File: src/rtl/accel_bcd_display_if.sv
// Bus between the accelerometer sample source and the BCD display formatter.
// The master side supplies samples and hold; the slave side returns display state.
interface accel_bcd_display_if #(
  parameter int unsigned DATA_W = 16,
  parameter int unsigned NUM_CH = 3,
  parameter int unsigned DIGITS = 2
);
  logic [NUM_CH*DATA_W-1:0]   data_in;
  logic                       data_valid;
  logic                       hold;
  logic [NUM_CH*DIGITS*4-1:0] bcd_out;
  logic [NUM_CH-1:0]          sign_out;
  logic [NUM_CH-1:0]          ovf_out;
  logic                       busy;
  logic                       update_done;

  modport master (
    output data_in, data_valid, hold,
    input  bcd_out, sign_out, ovf_out, busy, update_done
  );

  modport slave (
    input  data_in, data_valid, hold,
    output bcd_out, sign_out, ovf_out, busy, update_done
  );
endinterface

File: src/rtl/accel_bcd_display.sv
// Multi-channel signed sample to BCD formatter: one shared serial double-dabble
// converter, run per refresh tick, with an atomic commit of all channels.
module accel_bcd_display #(
  parameter int unsigned DATA_W      = 16,
  parameter int unsigned NUM_CH      = 3,
  parameter int unsigned DIGITS      = 2,
  parameter int unsigned REFRESH_DIV = 25_000_000
) (
  input  logic               clk,
  input  logic               reset,
  accel_bcd_display_if.slave bus
);
  localparam int unsigned BCD_W = DIGITS * 4;
  localparam int unsigned CNT_W = (REFRESH_DIV > 1) ? $clog2(REFRESH_DIV) : 1;
  localparam int unsigned CH_W  = (NUM_CH > 1) ? $clog2(NUM_CH) : 1;
  localparam int unsigned BIT_W = $clog2(DATA_W + 1);

  function automatic longint unsigned pow10(input int unsigned n);
    longint unsigned r;
    r = 1;
    for (int unsigned i = 0; i < n; i++) r = r * 10;
    return r;
  endfunction

  localparam longint unsigned LIMIT = pow10(DIGITS);

  typedef enum logic [2:0] {S_IDLE, S_LOAD, S_SHIFT, S_STORE, S_DONE} state_t;

  state_t                     state, state_nxt;
  logic [CNT_W-1:0]           ref_cnt;
  logic                       tick, accept;
  logic [NUM_CH*DATA_W-1:0]   sample, snap;
  logic [CH_W-1:0]            ch;
  logic [BIT_W-1:0]           bit_cnt;
  logic [DATA_W-1:0]          chan, chan_abs, abs_sr;
  logic                       chan_ovf, cur_sign, cur_ovf;
  logic [BCD_W-1:0]           bcd_sr, bcd_adj, bcd_nxt;
  logic [NUM_CH*BCD_W-1:0]    bcd_sh, bcd_q;
  logic [NUM_CH-1:0]          sign_sh, ovf_sh, sign_q, ovf_q;
  logic                       done_q;

  assign tick   = (ref_cnt == CNT_W'(REFRESH_DIV - 1));
  assign accept = (state == S_IDLE) && tick && !bus.hold;

  // Magnitude kept unsigned so the most negative sample does not wrap.
  assign chan     = snap[ch*DATA_W +: DATA_W];
  assign chan_abs = chan[DATA_W-1] ? (~chan + DATA_W'(1)) : chan;
  assign chan_ovf = (64'(chan_abs) >= LIMIT);

  always_comb begin
    bcd_adj = bcd_sr;
    for (int unsigned d = 0; d < DIGITS; d++)
      if (bcd_sr[d*4 +: 4] >= 4'd5) bcd_adj[d*4 +: 4] = bcd_sr[d*4 +: 4] + 4'd3;
    bcd_nxt = (bcd_adj << 1) | {{(BCD_W-1){1'b0}}, abs_sr[DATA_W-1]};
  end

  always_ff @(posedge clk) begin
    if (reset) state <= S_IDLE;
    else       state <= state_nxt;
  end

  always_comb begin
    state_nxt = state;
    unique case (state)
      S_IDLE:  if (accept) state_nxt = S_LOAD;
      S_LOAD:  state_nxt = S_SHIFT;
      S_SHIFT: if (bit_cnt == BIT_W'(DATA_W - 1)) state_nxt = S_STORE;
      S_STORE: state_nxt = (ch == CH_W'(NUM_CH - 1)) ? S_DONE : S_LOAD;
      S_DONE:  state_nxt = S_IDLE;
      default: state_nxt = S_IDLE;
    endcase
  end

  always_ff @(posedge clk) begin
    if (reset) begin
      ref_cnt  <= '0;
      sample   <= '0;
      snap     <= '0;
      ch       <= '0;
      bit_cnt  <= '0;
      abs_sr   <= '0;
      bcd_sr   <= '0;
      cur_sign <= 1'b0;
      cur_ovf  <= 1'b0;
      bcd_sh   <= '0;
      sign_sh  <= '0;
      ovf_sh   <= '0;
      bcd_q    <= '0;
      sign_q   <= '0;
      ovf_q    <= '0;
      done_q   <= 1'b0;
    end else begin
      ref_cnt <= tick ? '0 : ref_cnt + CNT_W'(1);
      if (bus.data_valid) sample <= bus.data_in;
      done_q <= 1'b0;
      case (state)
        S_IDLE: if (accept) begin
          snap <= bus.data_valid ? bus.data_in : sample;
          ch   <= '0;
        end
        S_LOAD: begin
          abs_sr   <= chan_abs;
          cur_sign <= chan[DATA_W-1];
          cur_ovf  <= chan_ovf;
          bcd_sr   <= '0;
          bit_cnt  <= '0;
        end
        S_SHIFT: begin
          bcd_sr  <= bcd_nxt;
          abs_sr  <= abs_sr << 1;
          bit_cnt <= bit_cnt + BIT_W'(1);
        end
        S_STORE: begin
          bcd_sh[ch*BCD_W +: BCD_W] <= cur_ovf ? {DIGITS{4'd9}} : bcd_sr;
          sign_sh[ch] <= cur_sign;
          ovf_sh[ch]  <= cur_ovf;
          if (ch != CH_W'(NUM_CH - 1)) ch <= ch + CH_W'(1);
        end
        S_DONE: begin
          bcd_q  <= bcd_sh;
          sign_q <= sign_sh;
          ovf_q  <= ovf_sh;
          done_q <= 1'b1;
        end
        default: ;
      endcase
    end
  end

  assign bus.bcd_out     = bcd_q;
  assign bus.sign_out    = sign_q;
  assign bus.ovf_out     = ovf_q;
  assign bus.busy        = (state != S_IDLE);
  assign bus.update_done = done_q;
endmodule

File: src/flat_wrapper.sv
// flat-port wrapper written by rule: the top's interface ports become plain ports
module accel_bcd_display_flat 
#(
  parameter int unsigned DATA_W      = 16,
  parameter int unsigned NUM_CH      = 3,
  parameter int unsigned DIGITS      = 2,
  parameter int unsigned REFRESH_DIV = 25_000_000
)
  (clk, reset, bus_data_in, bus_data_valid, bus_hold, bus_bcd_out, bus_sign_out, bus_ovf_out, bus_busy, bus_update_done);
  accel_bcd_display_if #(.DATA_W(DATA_W), .NUM_CH(NUM_CH), .DIGITS(DIGITS)) bus_i ();
  input  logic clk;
  input  logic reset;
  input wire logic [$bits(bus_i.data_in)-1:0] bus_data_in;
  input wire logic [$bits(bus_i.data_valid)-1:0] bus_data_valid;
  input wire logic [$bits(bus_i.hold)-1:0] bus_hold;
  output wire logic [$bits(bus_i.bcd_out)-1:0] bus_bcd_out;
  output wire logic [$bits(bus_i.sign_out)-1:0] bus_sign_out;
  output wire logic [$bits(bus_i.ovf_out)-1:0] bus_ovf_out;
  output wire logic [$bits(bus_i.busy)-1:0] bus_busy;
  output wire logic [$bits(bus_i.update_done)-1:0] bus_update_done;
  assign bus_i.data_in = bus_data_in;
  assign bus_i.data_valid = bus_data_valid;
  assign bus_i.hold = bus_hold;
  assign bus_bcd_out = bus_i.bcd_out;
  assign bus_sign_out = bus_i.sign_out;
  assign bus_ovf_out = bus_i.ovf_out;
  assign bus_busy = bus_i.busy;
  assign bus_update_done = bus_i.update_done;
  accel_bcd_display #(.DATA_W(DATA_W), .NUM_CH(NUM_CH), .DIGITS(DIGITS), .REFRESH_DIV(REFRESH_DIV)) u_core (.clk(clk), .reset(reset), .bus(bus_i));
endmodule
File: config.mk
export PLATFORM = sky130hd
export DESIGN_NAME = accel_bcd_display_flat
export DESIGN_NICKNAME = d
export VERILOG_FILES = /design/src/rtl/accel_bcd_display_if.sv /design/src/rtl/accel_bcd_display.sv /design/src/flat_wrapper.sv
export SDC_FILE = /design/constraint.sdc
export NUM_CORES = 1
export LEC_CHECK = 0
export ABC_CLOCK_PERIOD_IN_PS = 3240
export CORE_ASPECT_RATIO = 1.1
export CORE_MARGIN = 4
export CORE_UTILIZATION = 40
export DETAILED_ROUTE_END_ITERATION = 7
export GPL_TIMING_DRIVEN = 1
export PLACE_DENSITY_LB_ADDON = 0.25
export SLEW_MARGIN = 20
export SYNTH_ARGS = -nofsm -noshare
export SYNTH_HDL_FRONTEND = slang
export SYNTH_SLANG_ARGS = --single-unit
File: constraint.sdc
create_clock -name clk -period 3.24 [get_ports clk]
set_input_delay 0.648 -clock clk [delete_from_list [all_inputs] [get_ports clk]]
set_output_delay 0.648 -clock clk [all_outputs]
set_load 0.005 [all_outputs]
==> PnR_summary.wiki <==
{| class="wikitable"
! Metric !! Value
|-
| Source-to-sink clock delay at the later pin of the worst-skew pair || 0.49 ns
|-
| Global route overflow || 0
|-
| Total length of routed wires || 19720 um
|-
| Slew at the pin closest to its max-slew limit || 1.043 ns
|-
| Flop-to-flop setup slack || 0.50 ns
|-
| Antenna Diode Count || 0
|-
| Startpoint of the lowest-slack register-to-register path || u_core.ch[1]
|-
| Last element of the critical path || u_core.cur_ovf
|-
| Largest voltage drop on the vdd net || 0.3274 mV
|-
| Final worst hold slack || 0.4507 ns
|-
| Proportion of synthesized area in mux cells || 7.547%
|-
| Share of async-settable or async-resettable flops after synthesis || 0%
|-
| Filler cell count in the final layout || 2157
|-
| Share of synthesized cell area in full adder, half adder and majority cells || 1.827%
|-
| Crit-path cells || buf_12 -> mux2_4 -> a22oi_2 -> ha_1 -> nor2_1 -> xnor2_1 -> or3_1 -> a2111oi_2 -> a31oi_1
|-
| # setup viols final || 0
|-
| Number of enable-type register cells in the synthesized netlist || 0
|-
| Storage element area || 4364 um2
|-
| Resize count post-CTS || 0
|-
| Total global-route track usage || 15.80%
|-
| Final antenna-violating net count || 0
|-
| Area share of the leading cell type in the synthesized netlist || 49.02%
|-
| Die Outline Area || 24710 um2
|-
| Worst setup SP type || flop
|-
| Cell area after synthesis || 8902 um2
|-
| Num rows || 56
|-
| WP data arrival || 3.11 ns
|-
| Die width || 150.2 um
|-
| Post-layout net count || 1165
|-
| Most used DFF post-synth || sky130_fd_sc_hd__dfxtp_1
|-
| Post-CTS Setup Repair Bufs || 0
|-
| Unrepaired setup endpoints after global routing || no
|-
| Pin count of the biggest net entering global routing || 98
|-
| Gate Count Post-Synth || 1048
|-
| Starting utilization of the core area || 41.25%
|-
| Depth of the worst register-to-register path || 9
|-
| Number of DRC violations after detailed-routing iteration 0 || 392
|-
| Cell with the biggest individual delay on the critical path || sky130_fd_sc_hd__dfxtp_1
|-
| Root Driver || sky130_fd_sc_hd__clkbuf_16
|-
| Average vias per placed instance || 4.978
|-
| Post-synthesis cell type count || 55
|-
| Capturing point of the worst reg2reg path || u_core.cur_ovf
|-
| Total via count after detailed routing || 6994
|-
| Vias in the first global route || 6493
|-
| Post-synth top area cell || sky130_fd_sc_hd__dfxtp_1
|-
| P&R area growth vs syn || 19.65%
|-
| Clock-pin slew of the registers on the worst-case setup and hold paths || 0.06 ns
|-
| Leak || 3.841 nW
|-
| Core area || 21580 um2
|-
| Utilization after layout || 49.36%
|-
| Endpoint class of the critical path || flop
|-
| Max Fclk || 365.2 MHz
|-
| Status || complete, no violations
|-
| Initial antenna violation count || 0
|-
| Clock skew after layout || 0.006324 ns
|-
| Post-route setup TNS || 0 ns
|-
| Final weighted congestion of routability-driven global placement || 0.8307
|-
| Port Buffers || 83
|-
| Placed insts || 1364
|-
| Per-instance average area after synthesis || 8.495 um2
|-
| Final HPWL from detailed placement || 13700 um
|-
| Synth Net Count || 1113
|-
| Dominant combinational cell family by area after synthesis || simple AND/OR/NAND/NOR gates
|-
| H-tree depth reported by CTS || 1
|-
| DR WL/cell || 14.04 um
|-
| Number of max-cap violations || 0
|-
| Count of pins on the block boundary || 84
|-
| Wire length of the first global-routing pass || 32450 um
|-
| TritonCTS clock tree || built
|-
| Clk sinks || 218
|-
| Number of remaining DRC errors || 0
|-
| Number of buffers inserted by hold repair at cts || 0
|-
| Worst setup slack after layout || 0.5017 ns
|-
| Yosys warnings || 0
|-
| Sum of internal, switching and leakage power || 5.441 mW
|-
| Largest stage delay on the critical path || 0.46 ns
|-
| Multi-input gate area in the final layout || 4203 um2
|-
| Final period demand of the worst path || 2.738 ns
|-
| Endpoint required time on the critical path || 3.61 ns
|-
| Hold Fails Final Rpt || 0
|-
| Number of synthesized register bits || 218
|-
| CTS buffer count || 23
|-
| Final non-filler cell area || 10650 um2
|-
| Area contributors post-synth || sky130_fd_sc_hd__dfxtp_1 (49%), sky130_fd_sc_hd__nor2_1 (9.9%), sky130_fd_sc_hd__a21oi_1 (7.3%), sky130_fd_sc_hd__mux2i_1 (6.7%), sky130_fd_sc_hd__nand2_1 (4.5%)
|-
| Compound-Gate Fraction of Synth Area || 13.38%
|-
| Share of post-route cells with drive strength above 1 || 6.457%
|-
| Crit. Startpoint || u_core.ch[1]
|-
| HP Class || reg2reg
|-
| Minimum setup slack after placement || 0.4882 ns
|-
| Pwr dens || 510.8 nW/um2
|-
| Detailed Routing Iterations Pass 1 || 5
|-
| Number of non-filler instances in the completed layout || 1405
|-
| Area fraction in and, or, nand and nor cells after synthesis || 20.58%
|-
| Area of placed instances || 9945 um2
|-
| CP Max Fanout || 18
|-
| Sequential area share after synthesis || 49.02%
|-
| Worst-case clock buffer depth || 3
|-
| Share of the clock period used by the worst path || 84.52%
|-
| Die boundary height || 164.5 um
|-
| Post-Synth XOR/XNOR Area || 3.739%
|-
| Worst slew slack as a fraction of its limit || 30.29%
|-
| WS Path Type || reg2reg
|-
| Max-slew violation count || 0
|}
[Yosys cell counts, types with 5 or more instances]
cell,n
sky130_fd_sc_hd__a21oi_1,130
sky130_fd_sc_hd__a22oi_1,33
sky130_fd_sc_hd__and2_1,5
sky130_fd_sc_hd__and3_1,5
sky130_fd_sc_hd__clkbuf_1,63
sky130_fd_sc_hd__dfxtp_1,218
sky130_fd_sc_hd__ha_1,13
sky130_fd_sc_hd__inv_1,13
sky130_fd_sc_hd__mux2i_1,60
sky130_fd_sc_hd__nand2_1,106
sky130_fd_sc_hd__nand3_1,21
sky130_fd_sc_hd__nand4_1,5
sky130_fd_sc_hd__nor2_1,234
sky130_fd_sc_hd__nor3_1,18
sky130_fd_sc_hd__nor4_1,8
sky130_fd_sc_hd__o21ai_0,11
sky130_fd_sc_hd__or3_1,5
sky130_fd_sc_hd__xnor2_1,21
sky130_fd_sc_hd__xor2_1,17
[kinds of logic (layout without fill, tap and decap cells)]
| group | Yosys count | in the layout |
|---|---|---|
| xor gates and xnor gates | 38 | 38 |
| muxes | 66 | 66 |
| DFF | 218 | 218 |
| buffers and inverters | 84 | 151 |
| adders and majority gates | 13 | 13 |
| and+or+nand+nor | 430 | 430 |
| AOI/OAI and AO/OA | 199 | 199 |
[how the worst min path moves through the flow]
stage | startpoint | end | slack [ns] | cells after the start
after floorplan | u_core.ref_cnt[0] | u_core.ref_cnt[0] | 0.43 | 1
after global placement | u_core.ovf_sh[1] | u_core.bus.ovf_out[1] | 0.44 | 2
after detailed placement | u_core.bus.bcd_out[2] | u_core.bus.bcd_out[2] | 0.45 | 2
after CTS | u_core.bus.bcd_out[2] | u_core.bus.bcd_out[2] | 0.45 | 2
after global routing | u_core.abs_sr[0] | u_core.abs_sr[0] | 0.47 | 2
final | u_core.bus.bcd_out[11] | u_core.bus.bcd_out[11] | 0.45 | 2
[registers in the layout, summed over array words and instances, names as in the netlist]
name and cells:
u_core.abs_sr 16, u_core.bcd_sh 24, u_core.bcd_sr 8, u_core.bit_cnt 5, u_core.bus.bcd_out 24, u_core.bus.ovf_out 3
u_core.bus.sign_out 3, u_core.bus.update_done 1, u_core.ch 2, u_core.cur_ovf 1, u_core.cur_sign 1, u_core.ovf_sh 3
u_core.ref_cnt 25, u_core.sample 48, u_core.sign_sh 3, u_core.snap 48, u_core.state 3
[layer usage]
layer | track usage (%) | wire (um) | part of all wire (%) | vias up
met1 | 20.77 | 9085 | 46 | 3217
li1 | - | - | - | 3632
met3 | 2.360 | 747 | 3.8 | 28
met4 | 4.243 | 433 | 2.2 | 0
met2 | 27.15 | 9455 | 48 | 117
met5 | 0 | 0 | 0 | -
[power by group]
| group | internal, mW | leakage, nW | total [mW] | switching (mW) |
|---|---|---|---|---|
| logic | 0.120 | 1.73 | 0.271 | 0.151 |
| registers | 2.72 | 1.77 | 2.75 | 0.0217 |
| clock network | 1.43 | 0.342 | 2.42 | 0.991 |
[placed cells by master, fill, tap and decap left out, types with 9 or more instances in the layout]
cell type                           n
sky130_fd_sc_hd__nand3_1           21
sky130_fd_sc_hd__nor3_1            18
sky130_fd_sc_hd__clkdlybuf4s50_1   81
sky130_fd_sc_hd__nor2_1           234
sky130_fd_sc_hd__clkbuf_16         23
sky130_fd_sc_hd__a22oi_1           33
sky130_fd_sc_hd__ha_1              13
sky130_fd_sc_hd__inv_1             13
sky130_fd_sc_hd__nand2_1          105
sky130_fd_sc_hd__buf_4             10
sky130_fd_sc_hd__mux2i_1           60
sky130_fd_sc_hd__clkbuf_1           9
sky130_fd_sc_hd__a21oi_1          130
sky130_fd_sc_hd__o21ai_0           11
sky130_fd_sc_hd__dfxtp_1          218
sky130_fd_sc_hd__xor2_1            17
sky130_fd_sc_hd__xnor2_1           21
[critical path: cells and delay by family, from the launching register on]
kind	cells	cell delay [ns]
mux	1	0.32
buf+inv	1	0.21
xor+xnor	1	0.15
fa+ha+maj	1	0.27
compound gates	3	0.71
flops	1	0.46
simple gates	2	0.48
[cell type report]
class	count	area share, %
Sequential cell	218	40.97
Multi-Input combinational cell	746	39.46
Timing Repair Buffer	97	9.174
Clock buffer	34	5.979
Tap cell	290	3.407
Clock inverter	6	0.5169
Inverter	14	0.4934
Power figures use the tool's default switching activity.
